File: src/rtl/factor_search_ctrl.sv
// Search controller: walks candidate pairs (a,b), 2<=a<=b<=2^W-1, against a checker.
// Optional macro FACTOR_SEARCH_SELFCHECK_EN adds a multiplier cross-check (chk_err).
module factor_search_ctrl #(
   parameter int W       = 2,
   parameter int CHK_LAT = 1
) (
   input  logic           clk,
   input  logic           rst,
   input  logic           start,
   input  logic [2*W-1:0] target,
   output logic [W-1:0]   cand_a,
   output logic [W-1:0]   cand_b,
   output logic [2*W-1:0] cand_y,
   input  logic           chk_ok,
   output logic           busy,
   output logic           done,
   output logic           found,
   output logic [W-1:0]   fact_a,
   output logic [W-1:0]   fact_b,
`ifdef FACTOR_SEARCH_SELFCHECK_EN
   output logic           chk_err,
`endif
   output logic [2*W-1:0] tried
);

   localparam int CW = (CHK_LAT > 1) ? $clog2(CHK_LAT) : 1;
   localparam logic [CW-1:0]  LASTW = CW'(CHK_LAT - 1);
   localparam logic [CW-1:0]  ONEC  = CW'(1);
   localparam logic [W-1:0]   ONEW  = W'(1);
   localparam logic [W-1:0]   TWOW  = W'(2);
   localparam logic [W-1:0]   MAXV  = '1;
   localparam logic [2*W-1:0] ONE2  = (2*W)'(1);

   // FIN registers the final verdict one cycle before results are published
   typedef enum logic [1:0] {
      S_IDLE,
      S_EVAL,
      S_FIN,
      S_DONE
   } state_t;

   state_t         r_state;
   logic [W-1:0]   r_cand_a;
   logic [W-1:0]   r_cand_b;
   logic [2*W-1:0] r_cand_y;
   logic [CW-1:0]  r_wait;
   logic [2*W-1:0] r_tried;
   logic [W-1:0]   r_fact_a;
   logic [W-1:0]   r_fact_b;
   logic           r_found;
   logic           r_busy;
   logic           r_done;

   logic w_sample;
   logic w_last;
   logic w_b_max;

   assign w_sample = (r_wait == LASTW);
   assign w_b_max  = (r_cand_b == MAXV);
   assign w_last   = (r_cand_a == MAXV) && w_b_max;

`ifdef FACTOR_SEARCH_SELFCHECK_EN
   logic           r_chk_err;
   logic [2*W-1:0] w_prod;
   logic           w_mis;

   assign w_prod  = {{W{1'b0}}, r_cand_a} * {{W{1'b0}}, r_cand_b};
   assign w_mis   = ((w_prod == r_cand_y) != chk_ok);
   assign chk_err = r_chk_err;
`endif

   always_ff @(posedge clk) begin
      if (rst) begin
         r_state  <= S_IDLE;
         r_cand_a <= '0;
         r_cand_b <= '0;
         r_cand_y <= '0;
         r_wait   <= '0;
         r_tried  <= '0;
         r_fact_a <= '0;
         r_fact_b <= '0;
         r_found  <= 1'b0;
         r_busy   <= 1'b0;
         r_done   <= 1'b0;
`ifdef FACTOR_SEARCH_SELFCHECK_EN
         r_chk_err <= 1'b0;
`endif
      end else begin
         unique case (r_state)
            S_IDLE, S_DONE: begin
               if (start) begin
                  r_cand_y <= target;
                  r_cand_a <= TWOW;
                  r_cand_b <= TWOW;
                  r_tried  <= '0;
                  r_wait   <= '0;
                  r_done   <= 1'b0;
                  r_found  <= 1'b0;
                  r_busy   <= 1'b1;
                  r_state  <= S_EVAL;
`ifdef FACTOR_SEARCH_SELFCHECK_EN
                  r_chk_err <= 1'b0;
`endif
               end
            end
            S_EVAL: begin
               if (w_sample) begin
                  r_wait  <= '0;
                  r_tried <= r_tried + ONE2;
`ifdef FACTOR_SEARCH_SELFCHECK_EN
                  if (w_mis) r_chk_err <= 1'b1;
`endif
                  if (chk_ok) begin
                     r_fact_a <= r_cand_a;
                     r_fact_b <= r_cand_b;
                     r_found  <= 1'b1;
                     r_state  <= S_FIN;
                  end else if (w_last) begin
                     r_found <= 1'b0;
                     r_state <= S_FIN;
                  end else if (!w_b_max) begin
                     r_cand_b <= r_cand_b + ONEW;
                  end else begin
                     r_cand_a <= r_cand_a + ONEW;
                     r_cand_b <= r_cand_a + ONEW;
                  end
               end else begin
                  r_wait <= r_wait + ONEC;
               end
            end
            S_FIN: begin
               r_busy  <= 1'b0;
               r_done  <= 1'b1;
               r_state <= S_DONE;
            end
            default: r_state <= S_IDLE;
         endcase
      end
   end

   assign cand_a = r_cand_a;
   assign cand_b = r_cand_b;
   assign cand_y = r_cand_y;
   assign busy   = r_busy;
   assign done   = r_done;
   assign found  = r_found;
   assign fact_a = r_fact_a;
   assign fact_b = r_fact_b;
   assign tried  = r_tried;

endmodule

File: config.mk
export PLATFORM = sky130hd
export DESIGN_NAME = factor_search_ctrl
export DESIGN_NICKNAME = d
export VERILOG_FILES = /design/src/rtl/factor_search_ctrl.sv
export SDC_FILE = /design/constraint.sdc
export NUM_CORES = 1
export LEC_CHECK = 0
export BUFFER_PORTS_ARGS = -buffer_cell sky130_fd_sc_hd__buf_2
export CORE_UTILIZATION = 35
export CTS_CLUSTER_DIAMETER = 60
export CTS_CLUSTER_SIZE = 14
export DETAILED_ROUTE_END_ITERATION = 16
export SYNTH_ARGS = -nofsm -noshare
export SYNTH_HDL_FRONTEND = slang
export SYNTH_SLANG_ARGS = --single-unit
File: constraint.sdc
create_clock -name clk -period 2.65 [get_ports clk]
set_input_delay 0.1325 -clock clk [delete_from_list [all_inputs] [get_ports clk]]
set_output_delay 0.1325 -clock clk [all_outputs]
set_load 0.02 [all_outputs]
==> results.json <==
{
  "clk_pin_slew_worst_paths_ns": 0.12,
  "boundaryPins": 27,
  "die_w_microns": 55.4,
  "whs_ns": 0.0747,
  "slew_headroom_pct": 72.3,
  "setup_ws_ns": 0.692,
  "crit_chain": "inv_1 > ha_1 > nor2b_4 > or4_4 > mux2_4 > nor2_2",
  "max_freq_mhz": 511,
  "core-area_sq_um": 2730,
  "start_util_pct": 36.6,
  "required_ns": 2.91,
  "vias_per_cell": 5.30,
  "tightestPinTransition_ns": 0.405,
  "hold_class": "input pin to register",
  "grt_max_degree": 23,
  "avgSynthCellArea_sq_um": 8.40,
  "grt_usage_pct": 15.5,
  "cts.sinks": 21,
  "mappedNetlistArea_sq_um": 1000,
  "max_cap_viol_count": 0,
  "wirelength_microns": 2160,
  "ys_warn_count": 0,
  "synth_cell_types": 28,
  "fill_cells": 285,
  "gp_congestion": 0.753,
  "drt_iter0_markers": 19,
  "hold_viol": 0,
  "core.rowCount": 19,
  "diodes": 0,
  "startpoint_type": "register",
  "hpwl_microns": 1580,
  "synthTopCellsByArea": "dfxtp_1 (42%), a21oi_1 (9.0%), ha_1 (6.3%)",
  "drtPass1Iterations": 4,
  "status": "finished clean",
  "die_area_sq_um": 3070,
  "routedWlPerCell_microns": 12.4,
  "yosysTopAreaCell": "dfxtp_1",
  "period_share_pct": 73.9,
  "die_h_microns": 55.4,
  "drc_errors": 0,
  "regArea_sq_um": 420,
  "numCtsBuffers": 3,
  "root_buffer": "clkbuf_4",
  "cts_setup_buffers": 0,
  "pre_cts_ws_ns": 0.702,
  "setup_viol": 0,
  "rsz0062_at_grt": "no",
  "cts_htree_levels": 1,
  "holdBufCountCts": 0,
  "final_nets": 157,
  "cp_max_fo": 10,
  "final.setup.tns_ns": 0,
  "period_needed_ns": 1.96,
  "cellLeakagePower_nw": 0.524,
  "area_delta_synth_final_pct": 16.3,
  "grt_pass1_vias": 838,
  "vias": 922,
  "syn_inst": 119,
  "post_cts_resized": 0,
  "critical-path-max-stage-delay_ns": 0.50,
  "place_area_sq_um": 1130,
  "worst_path_max_delay_cell": "or4_4",
  "critical_path_arrival_ns": 2.22,
  "ant_nets": 0,
  "final_cell_area_sq_um": 1160,
  "powerDensity_nw_per_um2": 920,
  "ir_drop_v": 0.000448,
  "numPortBuffers": 26,
  "maxSlewViolCount": 0,
  "ys_ff_latch": 21,
  "cp-end-kind": "register",
  "overflow": 0,
  "ctsLongestPathBuffers": 2,
  "drive_gt1_share_pct": 24.5,
  "insertion_delay_ns": 0.31,
  "grt_antenna_before_repair": 0,
  "multiInputGateArea_sq_um": 531,
  "synth_nets": 132,
  "cts_tree": "yes",
  "ys_seq_area_share_pct": 42.1,
  "synth.top_cell.area_share_pct": 42.1,
  "critPathKind": "register to register",
  "grt_pass1_wl_microns": 3870,
  "skew_ns": 0.00980
}
## cell usage in the layout (no fill, tap or decap), drive strengths merged, types with 2 or more instances in the layout
cell type,instances
nand2b,4
a21oi,18
buf,27
mux2i,2
and2,2
nand3,12
o21ai,8
nor2b,2
nand2,13
nor2,10
clkbuf,3
inv,2
nor3,2
ha,5
dfxtp,21
## routing by layer
layer	up-vias	GRT usage [%]	share of wire (%)
met5	-	0	0
met4	0	2.14	0
met3	0	5.15	5.4
met2	28	25.1	47
met1	432	20.6	48
li1	462	-	-
## report_power, final
| part | internal [mW] | switching (mW) |
|---|---|---|
| Combinational | 0.185 | 0.302 |
| Clock | 0.0564 | 0.0980 |
| Sequential | 0.378 | 0.0496 |
| Total | 0.620 | 0.449 |
## stage by stage
stage | utilization (%) | power, mW | std cells
3_3_place_gp | 41.5 | 0.913 | 170
3_5_place_dp | 41.5 | 0.925 | 170
5_1_grt | 42.5 | 1.16 | 174
2_1_floorplan | - | 0.812 | 119
6_report | 42.5 | 1.07 | 174
4_1_cts | 42.5 | 1.08 | 174
## final timing paths
kind                                start                endpoint  slack [ns]  cells after the start
hold / removal                  target[1]  cand_y[1]$_SDFFE_PP0P_        0.07                      3
setup reg to reg  r_state[0]$_SDFFE_PP0P_  cand_a[0]$_SDFFE_PP0P_        0.69                      6
setup / recovery  r_state[0]$_SDFFE_PP0P_  cand_a[0]$_SDFFE_PP0P_        0.69                      6
hold reg to reg    fact_b[1]$_SDFFE_PP0P_  fact_b[1]$_SDFFE_PP0P_        0.46                      2
## state kept, by name, summed over array words and instances (netlist names)
name     cells
found        1
r_state      2
done         1
tried        4
fact_a       2
busy         1
fact_b       2
cand_a       2
cand_y       4
cand_b       2
## critical path: cells and delay by family (launching register included)
| kind | cells | cell delay (ns) |
|---|---|---|
| and+or+nand+nor | 3 | 0.76 |
| adders and majority gates | 1 | 0.41 |
| DFF | 1 | 0.38 |
| muxes | 1 | 0.32 |
| buffers and inverters | 1 | 0.05 |
## Yosys cell counts (all sizes together)
library cell and n:
a2111oi 1, a21oi 18, a2bb2oi 1, a41oi 1, and2 2, buf 2, clkbuf 5, dfxtp 21
ha 5, inv 2, mux2 1, mux2i 2, nand2 13, nand2b 4, nand3 12, nand3b 1
nand4b 1, nor2 10, nor2b 2, nor3 2, o211a 1, o21a 1, o21ai 8, o21bai 1
or2b 1, or4 1
## cell families after synthesis
family                     share of synthesized area (%)
muxes                                               3.50
buffers and inverters                               4.88
adders and majority gates                           6.26
AOI/OAI and AO/OA                                   18.1
and+or+nand+nor                                     25.2
DFF                                                 42.1
## cell type report
cell class / count / share of cell area (%)
clock buffers: 3 / 1.94
clock inverters: 1 / 0.431
inverters: 2 / 0.646
multi-input cells: 89 / 45.6
flip-flops and latches: 21 / 36.2
well taps: 31 / 3.34
repair buffers: 27 / 11.8
No activity file was read; power rests on OpenSTA's default activity.
